**config.mk**
```make
export PLATFORM = sky130hd
export DESIGN_NAME = hazard_controller
export DESIGN_NICKNAME = d
export VERILOG_FILES = /design/src/rtl/hzd_pkg.sv /design/src/rtl/md_sequencer.sv /design/src/rtl/hazard_controller.sv
export SDC_FILE = /design/constraint.sdc
export NUM_CORES = 1
export LEC_CHECK = 0
export CAP_MARGIN = 10
export CORE_MARGIN = 10
export CORE_UTILIZATION = 49
export CTS_BUF_LIST = sky130_fd_sc_hd__clkbuf_16
export CTS_CLUSTER_DIAMETER = 120
export CTS_CLUSTER_SIZE = 16
export DETAILED_ROUTE_END_ITERATION = 8
export MAX_ROUTING_LAYER = met4
export PLACE_DENSITY = 0.87
export SYNTH_ARGS = -nofsm -noshare
export SYNTH_HDL_FRONTEND = slang
export SYNTH_SLANG_ARGS = --single-unit
```
**constraint.sdc**
```tcl
create_clock -name clk_i -period 3 [get_ports clk_i]
set_input_delay 0.45 -clock clk_i [delete_from_list [all_inputs] [get_ports clk_i]]
set_output_delay 0.45 -clock clk_i [all_outputs]
set_load 0.03 [all_outputs]
```
**src/rtl/hzd_pkg.sv**
```systemverilog
// Shared types and constants for the pipeline hazard controller.
package hzd_pkg;

  typedef enum logic {
    RUN     = 1'b0,
    MD_BUSY = 1'b1
  } md_state_e;

  localparam int MUL_LAT_DEF = 4;
  localparam int DIV_LAT_DEF = 32;

  localparam logic [4:0] REG_ZERO = 5'd0;

endpackage

```
**src/rtl/md_sequencer.sv**
```systemverilog
// Occupancy sequencer for the shared mult/div unit: tracks busy time and
// emits a registered completion pulse on the return to RUN.
//
//   state   | meaning
//   --------+-----------------------------------------------------------
//   RUN     | unit idle; a start strobe is accepted at the next edge
//   MD_BUSY | unit occupied; md_cnt counts down to 0, then back to RUN
module md_sequencer
  import hzd_pkg::*;
#(
  parameter int MUL_LAT = MUL_LAT_DEF,
  parameter int DIV_LAT = DIV_LAT_DEF
) (
  input  logic clk_i,
  input  logic rst_i,
  input  logic accept_i,
  input  logic op_i,
  output logic busy_o,
  output logic done_o
);

  localparam int MAX_LAT = (DIV_LAT > MUL_LAT) ? DIV_LAT : MUL_LAT;
  localparam int CW      = $clog2(MAX_LAT);
  localparam logic [CW-1:0] MUL_CNT = CW'(MUL_LAT - 1);
  localparam logic [CW-1:0] DIV_CNT = CW'(DIV_LAT - 1);

  md_state_e     state_q, state_d;
  logic [CW-1:0] md_cnt_q, md_cnt_d;
  logic          done_q, done_d;

  always_comb begin
    state_d  = state_q;
    md_cnt_d = md_cnt_q;
    done_d   = 1'b0;
    case (state_q)
      RUN: begin
        if (accept_i) begin
          state_d  = MD_BUSY;
          md_cnt_d = op_i ? DIV_CNT : MUL_CNT;
        end
      end
      MD_BUSY: begin
        if (md_cnt_q == '0) begin
          state_d = RUN;
          done_d  = 1'b1;
        end else begin
          md_cnt_d = md_cnt_q - 1'b1;
        end
      end
      default: state_d = RUN;
    endcase
  end

  always_ff @(posedge clk_i or posedge rst_i) begin
    if (rst_i) begin
      state_q  <= RUN;
      md_cnt_q <= '0;
      done_q   <= 1'b0;
    end else begin
      state_q  <= state_d;
      md_cnt_q <= md_cnt_d;
      done_q   <= done_d;
    end
  end

  assign busy_o = (state_q == MD_BUSY);
  assign done_o = done_q;

endmodule

```
**src/rtl/hazard_controller.sv**
```systemverilog
// ID-stage hazard decode: load-use and mult/div stalls, branch flush,
// mult/div start sequencing and a saturating stall-cycle counter.
module hazard_controller
  import hzd_pkg::*;
#(
  parameter int MUL_LAT = MUL_LAT_DEF,
  parameter int DIV_LAT = DIV_LAT_DEF,
  parameter int CNT_W   = 16
) (
  input  logic             clk_i,
  input  logic             rst_i,
  input  logic             IDEX_MemRead_i,
  input  logic [4:0]       IDEX_RtAddr_i,
  input  logic [4:0]       IFID_RsAddr_i,
  input  logic [4:0]       IFID_RtAddr_i,
  input  logic             Branch_taken_i,
  input  logic             MD_start_i,
  input  logic             MD_op_i,
  input  logic             HILO_read_i,
  output logic             PC_write_o,
  output logic             IFID_write_o,
  output logic             IDEX_bubble_o,
  output logic             IFID_flush_o,
  output logic             MD_go_o,
  output logic             MD_busy_o,
  output logic             MD_done_o,
  output logic [CNT_W-1:0] stall_cnt_o
);

  logic             load_use, md_stall, stall;
  logic [CNT_W-1:0] stall_cnt_q, stall_cnt_d;

  always_comb begin
    load_use = IDEX_MemRead_i && (IDEX_RtAddr_i != REG_ZERO) &&
               ((IDEX_RtAddr_i == IFID_RsAddr_i) || (IDEX_RtAddr_i == IFID_RtAddr_i));
    md_stall = MD_busy_o && (MD_start_i || HILO_read_i);
    stall    = load_use || md_stall;
  end

  // Branch operands may come from the stalled load, so a stall wins over flush.
  assign PC_write_o    = ~stall;
  assign IFID_write_o  = ~stall;
  assign IDEX_bubble_o = stall;
  assign IFID_flush_o  = Branch_taken_i & ~stall;
  assign MD_go_o       = ~MD_busy_o & MD_start_i & ~load_use;

  md_sequencer #(
    .MUL_LAT (MUL_LAT),
    .DIV_LAT (DIV_LAT)
  ) u_md_seq (
    .clk_i    (clk_i),
    .rst_i    (rst_i),
    .accept_i (MD_go_o),
    .op_i     (MD_op_i),
    .busy_o   (MD_busy_o),
    .done_o   (MD_done_o)
  );

  always_comb begin
    stall_cnt_d = stall_cnt_q;
    if (stall && (stall_cnt_q != '1)) stall_cnt_d = stall_cnt_q + 1'b1;
  end

  always_ff @(posedge clk_i or posedge rst_i) begin
    if (rst_i) stall_cnt_q <= '0;
    else       stall_cnt_q <= stall_cnt_d;
  end

  assign stall_cnt_o = stall_cnt_q;

endmodule
```
# Word-level counts from Yosys, hierarchy flattened
# Index checks and enable logic that the tools add are counted.
dict set report totals {
  ff_bits 23
  latch_bits 0
  ramBits 0
  romBits 0
  inputBits 22
  out_inout_bits 23
  wordCells 36
  memories 0
}
dict set report op_classes {
  addsub 2
  n_mul 0
  div_mod_pow 0
  order_cmp 0
  n_eq_ne 5
  shift 0
  mux 9
  bitwise 6
  reduce_logical 10
}
# op count
set op_table {}
lappend op_table {{$add 16x1->16 const B} 1}
lappend op_table {{$ne 16x16->1 const B} 1}
lappend op_table {{$mux 5} 3}
lappend op_table {{$eq 5x5->1} 2}
lappend op_table {{$pmux 5 s2} 1}
lappend op_table {{$logic_not 5->1} 1}
lappend op_table {{$reduce_bool 5->1} 1}
lappend op_table {{$sub 5x1->5 const B} 1}
lappend op_table {{$logic_and 1x1->1} 4}
lappend op_table {{$mux 1} 4}
lappend op_table {{$ne 2x2->1 const B} 2}
lappend op_table {{$and 1x1->1} 3}
lappend op_table {{$logic_or 1x1->1} 3}
lappend op_table {{$not 1->1} 3}
lappend op_table {{$pmux 1 s2} 1}
lappend op_table {{$reduce_and 2->1} 1}

# Logic depth before layout (Yosys ltp)
dict set report depth {
  ltp_word 7
  mapped_depth 8
  depth_no_buf 8
}

# Hierarchy
# From an unflattened synthesis, not the netlist that was laid out.
dict set report hier_totals {
  hier_cells 137
  hier_area_um2 1377.6
}
# module instances cells_per_inst area_per_inst_um2 seq_area_each_um2
set by_module_without_submodules {}
lappend by_module_without_submodules {hazard_controller 1 102 1013.5 400.4}
lappend by_module_without_submodules {md_sequencer 1 35 364.1 175.2}

# Worst setup path after synthesis
# OpenSTA, ideal clock, no wires.
dict set report synth_path {
  path_type {input -> output}
  startpoint {input port IDEX_RtAddr_i[1]}
  endpoint {output port IFID_flush_o}
  arrival_ns 2.009
  path_slack_ns 0.541
  path_stages 6
  path_cell_list {or4_4 > o21ai_4 > o21ai_4 > buf_6 > inv_1 > and2_1}
}
dict set report synth_between {
  elab_chain_cells 6
}
# element line
set synth_rtl {}
lappend synth_rtl {{from (decl)} hazard_controller.sv:13} ;# input logic [4:0] IDEX_RtAddr_i,
lappend synth_rtl {{$eq 5x5->1 or $reduce_bool 5->1 (tied branches)} {hazard_controller.sv:35, hazard_controller.sv:34}}
lappend synth_rtl {{$logic_or 1x1->1 or $logic_and 1x1->1 (tied branches)} {hazard_controller.sv:35, hazard_controller.sv:34}}
lappend synth_rtl {{$logic_and 1x1->1 (*)} hazard_controller.sv:34} ;# load_use = IDEX_MemRead_i && (IDEX_RtAddr_i != REG_ZERO) &&
lappend synth_rtl {{$logic_or 1x1->1 (*)} hazard_controller.sv:37} ;# stall = load_use || md_stall;
lappend synth_rtl {{named net IDEX_bubble_o} hazard_controller.sv:22} ;# output logic IDEX_bubble_o,
lappend synth_rtl {{$not 1->1 (*)} n/a}
lappend synth_rtl {{named net IFID_write_o} hazard_controller.sv:21} ;# output logic IFID_write_o,
lappend synth_rtl {{$and 1x1->1 (*)} hazard_controller.sv:44} ;# assign IFID_flush_o = Branch_taken_i & ~stall;
lappend synth_rtl {{to (decl)} hazard_controller.sv:23} ;# output logic IFID_flush_o,
# The timed path passes the listed nets; every way through them passes the cells marked *.

# Final worst setup path
dict set report layout_path {
  startpoint {input port IDEX_RtAddr_i[3]}
  endpoint {output port IFID_flush_o}
}
dict set report layout_between {
  elab_chain_cells 6
}
# element line
set layout_rtl {}
lappend layout_rtl {{$eq 5x5->1 or $reduce_bool 5->1 (tied branches)} {hazard_controller.sv:35, hazard_controller.sv:34}}
lappend layout_rtl {{$logic_or 1x1->1 or $logic_and 1x1->1 (tied branches)} {hazard_controller.sv:35, hazard_controller.sv:34}}
lappend layout_rtl {{$logic_and 1x1->1 (*)} hazard_controller.sv:34}
lappend layout_rtl {{$logic_or 1x1->1 (*)} hazard_controller.sv:37}
lappend layout_rtl {{$not 1->1 (*)} hazard_controller.sv:44}
lappend layout_rtl {{$and 1x1->1 (*)} hazard_controller.sv:44}
# Every way passes the cells marked *; elsewhere a longest branch is shown, timed or not.

==> reports/metrics.cfg <==
[status]
outcome=finished clean

[yosys]
ys_ff_latch=23
ys_top_cells_by_area=dfrtp_1 (43%), xnor2_1 (7.2%), xor2_1 (6.5%)
syn_area_sq_um=1340
synth_top_area_cell=dfrtp_1
synth_common_cells=dfrtp_1 (23), xnor2_1 (11), xor2_1 (10)
ys_types=37
syn_nets=152
synth_top_area_share_pct=42.95
synthFlopType=dfrtp_1
ys_seq_area_share_pct=42.95
synth_edf_count=0
yosysWarnings=0
post-synth-top-count-cell=dfrtp_1
syn_inst=128
async_flop_share_pct=100.0
avgSynthCellArea_sq_um=10.47

[clock_tree]
ctsResizeCount=0
clock-sinks=23
cts.clk_slew.worst_paths_ns=0.06
clockRootBuffer=clkbuf_16
post_cts_buffers=0
numCtsBuffers=3
holdBufCountCts=0
cts_tree=done
htreeDepth=1
clk_latency_ns=0.25
cts.path.max_buffers=2

[die]
initial_core_util_pct=52.65
coreArea_sq_um=2545
rows=18
die_x_microns=72.30
die-area_sq_um=5227
io_pins=45
die_h_microns=72.30

[timing]
skew_ns=0.001525
period_share_pct=93.68
hold_viol_final=0
drv_slew=0
hold_slack_ns=0.4982
finalSetupTns_ns=0
period_needed_ns=2.811
tightest_slew_ns=0.8803
fmax_mhz=355.8
slew_headroom_pct=41.25
finalSetupViolCount=0
rsz0062_at_grt=no

[setup_path]
critPathKind=in2out
reg2reg_from=stall_cnt_o[0]
rrSetupSlack_ns=1.05
worstSetupEndpoint=IFID_flush_o
cp-end-kind=output pin
cp-start-kind=primary input
crit_start=IDEX_RtAddr_i[3]
reg2regPathDepth=6
arrival_ns=2.36
critPathRequiredTime_ns=2.55
r2r_end=stall_cnt_o[1]
worstPathMaxFanout=18

[global_route]
globalRouteMet3Util_pct=2.585
use_met1_pct=14.73
grt_pass1_wl_mm=5.464
grt_start_max_net_pins=24
grt_util_met2_pct=21.77
grt_pass1_vias=1176
grtUsageTotal_pct=12.82
grt_most_used_layer=met2
overflow=0
antenna_found_initial=0

[detailed_routing]
vias=1101
drc=0
drt_iter0_markers=69
dr.pass1.iters=4
wire_per_inst_microns=16.02
routed_wl_mm=3.252
viasPerCell=5.424
detail-route-antenna-nets=0

[layout]
syn_to_final_growth_pct=38.94
diodes=0
num-nets-final=198
final_cell_area_sq_um=1862
multi_input_comb_area_sq_um=718.2
utilization_pct=73.16
register_area_sq_um=575.6
drive_gt1_share_pct=13.87
n_fill_cell=192

[placed_design]
io_buffers=44
dp_hpwl_mm=2.567
gp_congestion=0.8620
placed_area_sq_um=1782

[power]
leakagePower_nw=0.7976
power_density_nw_per_um2=781.6
max-vdd-ir-drop_mv=0.6084

[job]
maxCapViolations=0

[worst_hold_path]
worstHoldStart=stall_cnt_o[11]
hold_path_class=reg2reg

-- per-layer routing --
layer	routed length [microns]	part of all wire, %
met1	1418	44
met2	1585	49
met3	205	6.3
met4	43	1.3
met5	0	0
-- cells in the final DEF, fill, tap and decap left out, types with 3 or more instances in the layout --
cell | Yosys | layout
buf_4 | 1 | 5
inv_1 | 6 | 6
a21oi_1 | 4 | 4
dfrtp_1 | 23 | 23
nor2_1 | 5 | 5
xor2_1 | 10 | 10
mux2_1 | 3 | 3
and2_1 | 3 | 3
xnor2_1 | 11 | 11
nor3_1 | 3 | 3
nand4_1 | 3 | 3
clkbuf_16 | 0 | 3
o21ai_2 | 3 | 3
clkdlybuf4s50_1 | 0 | 39
nand3_1 | 9 | 9
nand2_1 | 8 | 8
and3_1 | 6 | 6
-- cell type report --
cell class | instances | share of cell area (%)
multi-input combinational | 96 | 38.58
sequential | 23 | 30.91
timing repair buffer | 44 | 22.98
clock buffer | 3 | 4.032
tap | 30 | 2.016
inverter | 6 | 1.210
clock inverter | 1 | 0.2688
-- power by group --
part           internal, mW  switching [mW]  leakage (nW)  total [mW]
clock                 0.179           0.109        0.0409       0.289
sequential            0.398          0.0977         0.295       0.495
combinational         0.300           0.371         0.461       0.671
-- kinds of logic after synthesis --
group | after synthesis | synth area share (%)
muxes | 5 | 4.201
AOI/OAI and AO/OA | 17 | 11.11
DFF | 23 | 42.95
and+or+nand+nor | 51 | 22.69
xor gates and xnor gates | 21 | 13.73
adders and majority gates | 2 | 1.867
buffers and inverters | 9 | 3.454
-- registers in the layout, indices dropped and copies added, names as in the netlist --
register / flops
stall_cnt_o: 16
u_md_seq.md_cnt_q: 5
u_md_seq.busy_o: 1
u_md_seq.done_o: 1
-- how the worst min path moves through the flow --
stage                                  to  slack (ns)  cells past startpoint
after floorplan            stall_cnt_o[0]        0.45                      1
after CTS                  stall_cnt_o[8]        0.50                      1
after global placement    stall_cnt_o[11]        0.49                      1
final                     stall_cnt_o[11]        0.50                      1
after detailed placement   stall_cnt_o[8]        0.49                      1
after global routing       stall_cnt_o[8]        0.52                      1
-- per-stage QoR --
step / setup slack (ns) / instances / power (mW)
after detailed placement: 0.1718 / 199 / 1.172
after floorplan: 0.5408 / 128 / 0.9439
final: 0.1895 / 203 / 1.455
after CTS: 0.1678 / 203 / 1.464
after global placement: 0.2615 / 199 / 1.144
after global routing: 0.04444 / 203 / 1.546
-- worst max-delay path, cell delays in order --
cell	delay (ns)
clkdlybuf4s50_1	0.47
xor2_1	0.20
nor3_2	0.20
a22oi_2	0.14
o21ai_4	0.42
inv_1	0.13
and2_1	0.18
buf_4	0.16
Note: power is estimated with default switching activity, not from simulation.
